[src/rtl/tmds_channel_decoder.sv]
// tmds_channel_decoder: TMDS receive channel. Bit-slip word alignment
// on control tokens, then 10b -> 8b / control / DE decode.
module tmds_channel_decoder #(
  parameter int LOCK_TOKENS   = 64,
  parameter int SEARCH_WINDOW = 4096,
  parameter int SLIP_WAIT     = 16
) (
  input  logic       pclk,
  input  logic       reset_n,
  input  logic [9:0] raw_din,
  output logic       bitslip,
  output logic       aligned,
  output logic       lock_lost,
  output logic [7:0] data_out,
  output logic       de,
  output logic       c0,
  output logic       c1
);

  localparam int WW =
    (SEARCH_WINDOW > 1) ? $clog2(SEARCH_WINDOW) : 1;
  localparam int RW = $clog2(LOCK_TOKENS + 1);
  localparam int CW =
    (SLIP_WAIT > 1) ? $clog2(SLIP_WAIT) : 1;

  localparam logic [9:0] TOK00 = 10'b1101010100;
  localparam logic [9:0] TOK01 = 10'b0010101011;
  localparam logic [9:0] TOK10 = 10'b0101010100;
  localparam logic [9:0] TOK11 = 10'b1010101011;

  typedef enum logic [1:0] {
    SEARCH,
    SLIP,
    WAIT,
    LOCKED
  } state_t;

  typedef struct packed {
    logic [9:0] word;
    logic       tok;
    logic [1:0] cc;
  } s1_t;

  logic [1:0]    rst_sync;
  logic          rst_n;
  s1_t           s1;
  s1_t           s1_d;
  state_t        state;
  state_t        state_d;
  logic [WW-1:0] win_cnt;
  logic [WW-1:0] win_d;
  logic [RW-1:0] tok_run;
  logic [RW-1:0] run_d;
  logic [RW-1:0] run_inc;
  logic [CW-1:0] wait_cnt;
  logic [CW-1:0] wait_d;
  logic          lost_d;
  logic          lock_hit;
  logic          win_end;
  logic [7:0]    d;
  logic [7:0]    dec;

  // Async assert, pclk-synchronous release of the internal reset
  always_ff @(posedge pclk or negedge reset_n) begin
    if (!reset_n) rst_sync <= 2'b00;
    else          rst_sync <= {rst_sync[0], 1'b1};
  end

  assign rst_n = rst_sync[1];

  // Classify the incoming word as token or data
  always_comb begin
    s1_d.word = raw_din;
    s1_d.tok  = 1'b1;
    s1_d.cc   = 2'b00;
    unique case (1'b1)
      (raw_din == TOK00): s1_d.cc = 2'b00;
      (raw_din == TOK01): s1_d.cc = 2'b01;
      (raw_din == TOK10): s1_d.cc = 2'b10;
      (raw_din == TOK11): s1_d.cc = 2'b11;
      default:            s1_d.tok = 1'b0;
    endcase
  end

  // Stage 1: word plus token flags
  always_ff @(posedge pclk or negedge rst_n) begin
    if (!rst_n) s1 <= '0;
    else        s1 <= s1_d;
  end

  // Alignment state and counters
  always_ff @(posedge pclk or negedge rst_n) begin
    if (!rst_n) begin
      state     <= SEARCH;
      win_cnt   <= '0;
      tok_run   <= '0;
      wait_cnt  <= '0;
      lock_lost <= 1'b0;
    end else begin
      state     <= state_d;
      win_cnt   <= win_d;
      tok_run   <= run_d;
      wait_cnt  <= wait_d;
      lock_lost <= lost_d;
    end
  end

  assign run_inc = (tok_run >= RW'(LOCK_TOKENS)) ?
                   tok_run : tok_run + RW'(1);
  assign lock_hit = s1.tok &&
                    (run_inc >= RW'(LOCK_TOKENS));
  assign win_end = (win_cnt == WW'(SEARCH_WINDOW - 1));

  // Next-state logic; lock beats window expiry
  always_comb begin
    state_d = state;
    win_d   = win_cnt;
    run_d   = tok_run;
    wait_d  = wait_cnt;
    lost_d  = 1'b0;
    unique case (state)
      SEARCH: begin
        win_d = win_cnt + WW'(1);
        run_d = s1.tok ? run_inc : '0;
        if (lock_hit) begin
          state_d = LOCKED;
          win_d   = '0;
          run_d   = '0;
        end else if (win_end) begin
          state_d = SLIP;
          win_d   = '0;
          run_d   = '0;
        end
      end
      SLIP: begin
        state_d = WAIT;
        wait_d  = '0;
      end
      WAIT: begin
        wait_d = wait_cnt + CW'(1);
        if (wait_cnt == CW'(SLIP_WAIT - 1)) begin
          state_d = SEARCH;
          win_d   = '0;
          run_d   = '0;
        end
      end
      LOCKED: begin
        win_d = s1.tok ? '0 : win_cnt + WW'(1);
        if (!s1.tok && win_end) begin
          state_d = SEARCH;
          win_d   = '0;
          run_d   = '0;
          lost_d  = 1'b1;
        end
      end
      default: state_d = SEARCH;
    endcase
  end

  assign aligned = (state == LOCKED);
  assign bitslip = (state == SLIP);

  // Undo the TMDS transition-minimising XOR/XNOR chain
  always_comb begin
    d = s1.word[9] ? ~s1.word[7:0] : s1.word[7:0];
    dec = '0;
    dec[0] = d[0];
    for (int i = 1; i < 8; i++) begin
      dec[i] = s1.word[8] ? (d[i] ^ d[i-1]) :
                            ~(d[i] ^ d[i-1]);
    end
  end

  // Stage 2: gated decoded outputs
  always_ff @(posedge pclk or negedge rst_n) begin
    if (!rst_n) begin
      data_out <= '0;
      de       <= 1'b0;
      c0       <= 1'b0;
      c1       <= 1'b0;
    end else if (!aligned) begin
      data_out <= '0;
      de       <= 1'b0;
      c0       <= 1'b0;
      c1       <= 1'b0;
    end else if (s1.tok) begin
      data_out <= '0;
      de       <= 1'b0;
      c0       <= s1.cc[0];
      c1       <= s1.cc[1];
    end else begin
      data_out <= dec;
      de       <= 1'b1;
      c0       <= 1'b0;
      c1       <= 1'b0;
    end
  end

endmodule

[config.mk]
export PLATFORM = sky130hd
export DESIGN_NAME = tmds_channel_decoder
export DESIGN_NICKNAME = d
export VERILOG_FILES = /design/src/rtl/tmds_channel_decoder.sv
export SDC_FILE = /design/constraint.sdc
export NUM_CORES = 1
export LEC_CHECK = 0
export BUFFER_PORTS_ARGS = -buffer_cell sky130_fd_sc_hd__buf_2
export CORE_UTILIZATION = 54
export CTS_CLUSTER_DIAMETER = 200
export DETAILED_ROUTE_END_ITERATION = 8
export GPL_ROUTABILITY_DRIVEN = 0
export HOLD_SLACK_MARGIN = 0.08
export PLACE_DENSITY = 0.74
export SYNTH_ARGS = -nofsm -noshare
export SYNTH_HDL_FRONTEND = slang
export SYNTH_SLANG_ARGS = --single-unit
[constraint.sdc]
create_clock -name pclk -period 2 [get_ports pclk]
set_clock_uncertainty 0.15 [all_clocks]
set_input_delay 0.3 -clock pclk [delete_from_list [all_inputs] [get_ports pclk]]
set_output_delay 0.3 -clock pclk [all_outputs]
set_load 0.02 [all_outputs]
* Yosys cells after proc, flatten, opt, wreduce, memory -nomap -nowiden
Index checks and enable logic that the tools add are counted.
** Word-level totals
- Input bits :: 12
- Bits in registers :: 52
- Output and inout port bits :: 14
- Word-level logic and storage cells :: 94
** Operators by class
- Magnitude comparators :: 2
- Equal/unequal tests :: 12
- Muxes and demuxes :: 39
- $add $sub $neg :: 3
- Reduce and logical (&&, ||, !) cells :: 10
- Bitwise gates (word level) :: 15
** Operator list (number)
- $mux 12 :: 5
- $mux 7 :: 6
- $pmux 12 s3 :: 1
- $mux 8 :: 3
- $pmux 7 s3 :: 1
- $eq 10x10->1 const B :: 2
- $mux 1 :: 16
- $ge 7x7->1 const B :: 2
- $add 12x1->12 const B :: 1
- $eq 12x12->1 const B :: 1
- $eq 10x8->1 const B :: 1
- $eq 10x9->1 const B :: 1
- $mux 2 :: 4
- $not 8->8 :: 1
- $pmux 2 s4 :: 1
- $pmux 4 s2 :: 1
- $add 7x1->7 const B :: 1
- $not 1->1 :: 7
- $xor 1x1->1 :: 7
- $pmux 2 s3 :: 1
- $reduce_and 3->1 :: 2
- $add 4x1->4 const B :: 1
- $eq 2x2->1 const B :: 2
- $eq 4x4->1 const B :: 1
- other kinds (11) :: 12

* Depth between registers and ports, before layout
- Depth after elaboration :: 7
- Depth in mapped cells :: 7
- Gate-level depth less buffers :: 6

* Worst setup path before layout
OpenSTA, ideal clock, no wires.
- Path kind :: register -> register
- Start :: reg state[0]
- End :: reg win_cnt[10]
- Period minus slack after synthesis :: 2.094 ns
- Stages on the path, launching flop included :: 8
- Arrival time :: 1.865 ns
- Setup slack :: -0.094 ns
- Setup time :: 0.079 ns
- Path buffers :: 2
- Path through :: dfrtp_1 > ha_1 > buf_2 > inv_1 > a221oi_2 > clkbuf_1 > nand4_1 > mux2i_1
** On the way
- Cells in the longest elaborated chain, start to end :: 3
- Elaborated cells between the ends (all ways) :: 7
** Ends and longest elaborated chain
- from (decl) :: line 48 : state_t state;
- from (signal assigned) :: line 100 : state <= state_d;
- $eq 2x2->1 *
- net aligned :: line 12 : output logic aligned,
- $reduce_bool 3->1 (no line)
- $reduce_and 2->1 (no line)
- to (signal assigned) :: line 101 : win_cnt <= win_d;
- to (decl) :: line 50 : logic [WW-1:0] win_cnt;
The timed path passes the listed nets; every way through them passes the cells marked *.
A chain may end at the register's enable or synchronous reset.

* Worst setup path after layout
- Start :: reg win_cnt[0]
- End :: reg win_cnt[11]
** On the way
- Cells in the longest elaborated chain, start to end :: 4
- Elaborated cells between the ends (all ways) :: 8
** Ends and longest elaborated chain
- $add 12x1->12 or $eq 12x12->1 (tied branches) :: line 123, 148, 112
- $mux 12 (tied with other cells) :: line 148 : win_d = s1.tok ? '0 : win_cnt + WW'(1);
- $mux 12 (on tied branches) :: line 149, 125
- $pmux 12 s3 * :: line 121 : unique case (state)
Mark *: on every way between the ends. The rest lies on a longest branch, timed or not.

==> results.sh <==
export IMPL_insertion_delay_ns=0.30
export IMPL_via_per_inst=5.58
export IMPL_synthCells=236
export IMPL_clk_path_buf_depth=2
export IMPL_hold_class="primary input to async pin"
export IMPL_p_leak_nw=1.52
export IMPL_fin_nets=324
export IMPL_drc=0
export IMPL_htree_num_levels=2
export IMPL_stdcell_count=356
export IMPL_start_util=0.567
export IMPL_numCtsBuffers=5
export IMPL_worstPathRequired_ns=2.03
export IMPL_clock_sinks=52
export IMPL_drtAntennaViolNets=0
export IMPL_synth_cell_types=53
export IMPL_area_growth_pct=26.4
export IMPL_synth_edff_count=0
export IMPL_worstSetupEndpointType="flip-flop"
export IMPL_min_period_over_period=0.989
export IMPL_ir_drop_uv=342
export IMPL_reg2reg_slack_ns=0.02
export IMPL_grt_ovfl_total=0
export IMPL_track_usage=0.219
export IMPL_clk_pin_slew_worst_paths_ns=0.09
export IMPL_dp_cells=330
export IMPL_ys_async_sr_fraction=1.00
export IMPL_worst_setup_path_type="flip-flop to flip-flop"
export IMPL_grt_pass1_wl_mm=8.47
export IMPL_drt_iter0_drc=126
export IMPL_rows=24
export IMPL_worst_slew_pin_slew_ns=0.608
export IMPL_drive_gt1_frac=0.266
export IMPL_rsz0062_at_grt="true"
export IMPL_cts_tree="yes"
export IMPL_grt_max_degree=51
export IMPL_wirelength_mm=5.05
export IMPL_crit_fanout=8
export IMPL_hpwl_mm=3.44
export IMPL_tns_ns=0
export IMPL_status="complete, no violations"
export IMPL_io_pins=26
export IMPL_fp_dieArea_sq_um=4920
export IMPL_fin_crit_ns=1.98
export IMPL_synth_area_sq_um=2500
export IMPL_num_vias=1986
export IMPL_max_cap_violations=0
export IMPL_power_per_cell_area_nw_per_um2=593
export IMPL_antenna_cells=0
export IMPL_ctsRootBufferMaster="clkbuf_8"
export IMPL_wl_per_cell_microns=14.2
export IMPL_cp_arrival_ns=2.01
export IMPL_start_kind="flip-flop"
export IMPL_antenna_found_initial=0
export IMPL_die_h_microns=70.1
export IMPL_synth_avg_cell_area_sq_um=10.6
export IMPL_ys_ff_latch=52
export IMPL_io_buffers=25
export IMPL_core_area_sq_um=4410
export IMPL_drt_first_pass_iters=4
export IMPL_synthFlopType="dfrtp_1"
export IMPL_ys_seq_area_frac=0.519
export IMPL_final_setup_viol_count=0
export IMPL_yosys_warnings=0
export IMPL_fmax_mhz=506
export IMPL_slew_viol_final=0
export IMPL_grt_pass1_vias=1805
export IMPL_synthesis_nets=257
export IMPL_die_w_microns=70.1
export IMPL_hold_viol=0
export IMPL_relSlewSlack=0.595
## registers in the layout, indices dropped and copies added (netlist names)
signal and cells:
win_cnt 12, c0 1, wait_cnt 4, lock_lost 1
data_out 8, s1 13, rst_sync 2, tok_run 7
de 1, state 2, c1 1
## cell usage after synthesis, types with 2 or more instances
cell       count  area, sq um
a221oi_2       3         45.0
a21oi_1        7         35.0
ha_1           9          113
nand3b_1       2         15.0
nand3_1       13         65.1
inv_1         16         60.1
nand4_1        8         50.1
o311ai_0       2         17.5
clkbuf_1       5         18.8
nor2_1        12         45.0
a22oi_1        3         22.5
mux2i_1        5         50.1
and2_1         4         25.0
nand2_1       17         63.8
a21boi_0       2         15.0
and3_1         5         31.3
a31oi_1        2         12.5
nand2b_1       2         12.5
o21ai_0       11         55.1
o2bb2ai_1      4         35.0
xnor2_1       12          105
o22ai_1        2         12.5
nand4b_1       2         17.5
nor3_1         7         35.0
and4_1         2         17.5
dfrtp_1       52         1300
## layout make-up
type | count | area [sq um]
inverters | 16 | 60.1
fillers | 315 | 1250
flip-flops and latches | 52 | 1300
repair buffers | 68 | 483
multi-input cells | 160 | 1140
well taps | 52 | 65.1
clock buffers | 6 | 72.6
clock inverters | 2 | 38.8
## placed cells by master, fill, tap and decap left out, drive strengths merged, types with 2 or more instances in the layout
cell type / n
buf: 57
dfrtp: 52
nand2: 17
inv: 17
nand3: 14
xnor2: 12
nor2: 12
o21ai: 11
dlygate4sd3: 11
ha: 9
nand4: 8
nor3: 7
a21oi: 7
clkbuf: 6
and3: 6
mux2i: 5
and2: 4
o2bb2ai: 4
a22oi: 3
a221oi: 3
and4: 3
nand2b: 2
nand3b: 2
o311ai: 2
a21boi: 2
a31oi: 2
o22ai: 2
nand4b: 2
## repair_timing
action / 4_1_cts / 5_1_grt
buffers inserted: 2 / 5
pin swaps: 3 / 7
endpoints found under the hold margin: 13 / 0
hold buffers: 11 / 0
cloned: 0 / 0
gates resized for setup: 3 / 8
setup endpoints to repair: 2 / 14
## per-layer routing
metal  share of wire  global-route usage  vias to the layer above  wire (microns)
met5               0                   0                        -               0
met3           0.030              0.0491                        4             149
met1            0.48               0.307                      958            2400
met2            0.49               0.349                       34            2450
met4          0.0085              0.0533                        0              43
li1                -                   -                      990               -
## worst paths after layout
check / to / cells past startpoint / startpoint
max: win_cnt[11] / 6 / win_cnt[0]
min: rst_sync[1] / 2 / reset_n
max reg2reg: win_cnt[11] / 6 / win_cnt[0]
min reg2reg: c0 / 1 / rst_sync[1]
max in group asynchronous: s1[3] / 1 / rst_sync[1]
min in group pclk: rst_sync[1] / 0 / rst_sync[0]
## cells by family (layout without fill, tap and decap cells)
kind of cell / Yosys count / count (layout) / synth area share
muxes: 6 / 6 / 0.0245
and+or+nand+nor: 83 / 83 / 0.183
buffers and inverters: 24 / 92 / 0.0395
AOI/OAI and AO/OA: 49 / 49 / 0.145
adders and majority gates: 9 / 9 / 0.0450
DFF: 52 / 52 / 0.519
other: 1 / 1 / 0.00150
xor gates and xnor gates: 12 / 12 / 0.0420
## critical path, stage by stage (launching register included)
cell and delay, ns:
dfrtp_1 0.37, ha_2 0.21, nand3_4 0.09, or4_4 0.60, buf_6 0.16, a32oi_1 0.19
o31ai_1 0.09
## stage by stage
step	hold slack, ns	utilization	power [W]	setup WS (ns)	area, sq um
2_1_floorplan	-0.146	-	0.00114	0.000960	2510
3_3_place_gp	-0.0646	0.646	0.00116	0.0496	2850
3_5_place_dp	-0.0635	0.646	0.00117	-0.0376	2850
4_1_cts	0.134	0.703	0.00190	0.00577	3100
5_1_grt	0.161	0.717	0.00195	-0.0156	3170
6_report	0.153	0.717	0.00188	0.0224	3170
## power breakdown
part	leakage, nW	internal [W]	switching [W]
registers	0.675	0.00106	0.00000889
clock network	0.0558	0.000378	0.000338
logic	0.794	0.0000457	0.0000436
total	1.52	0.00149	0.000390
(Power assumes the default switching activity.)
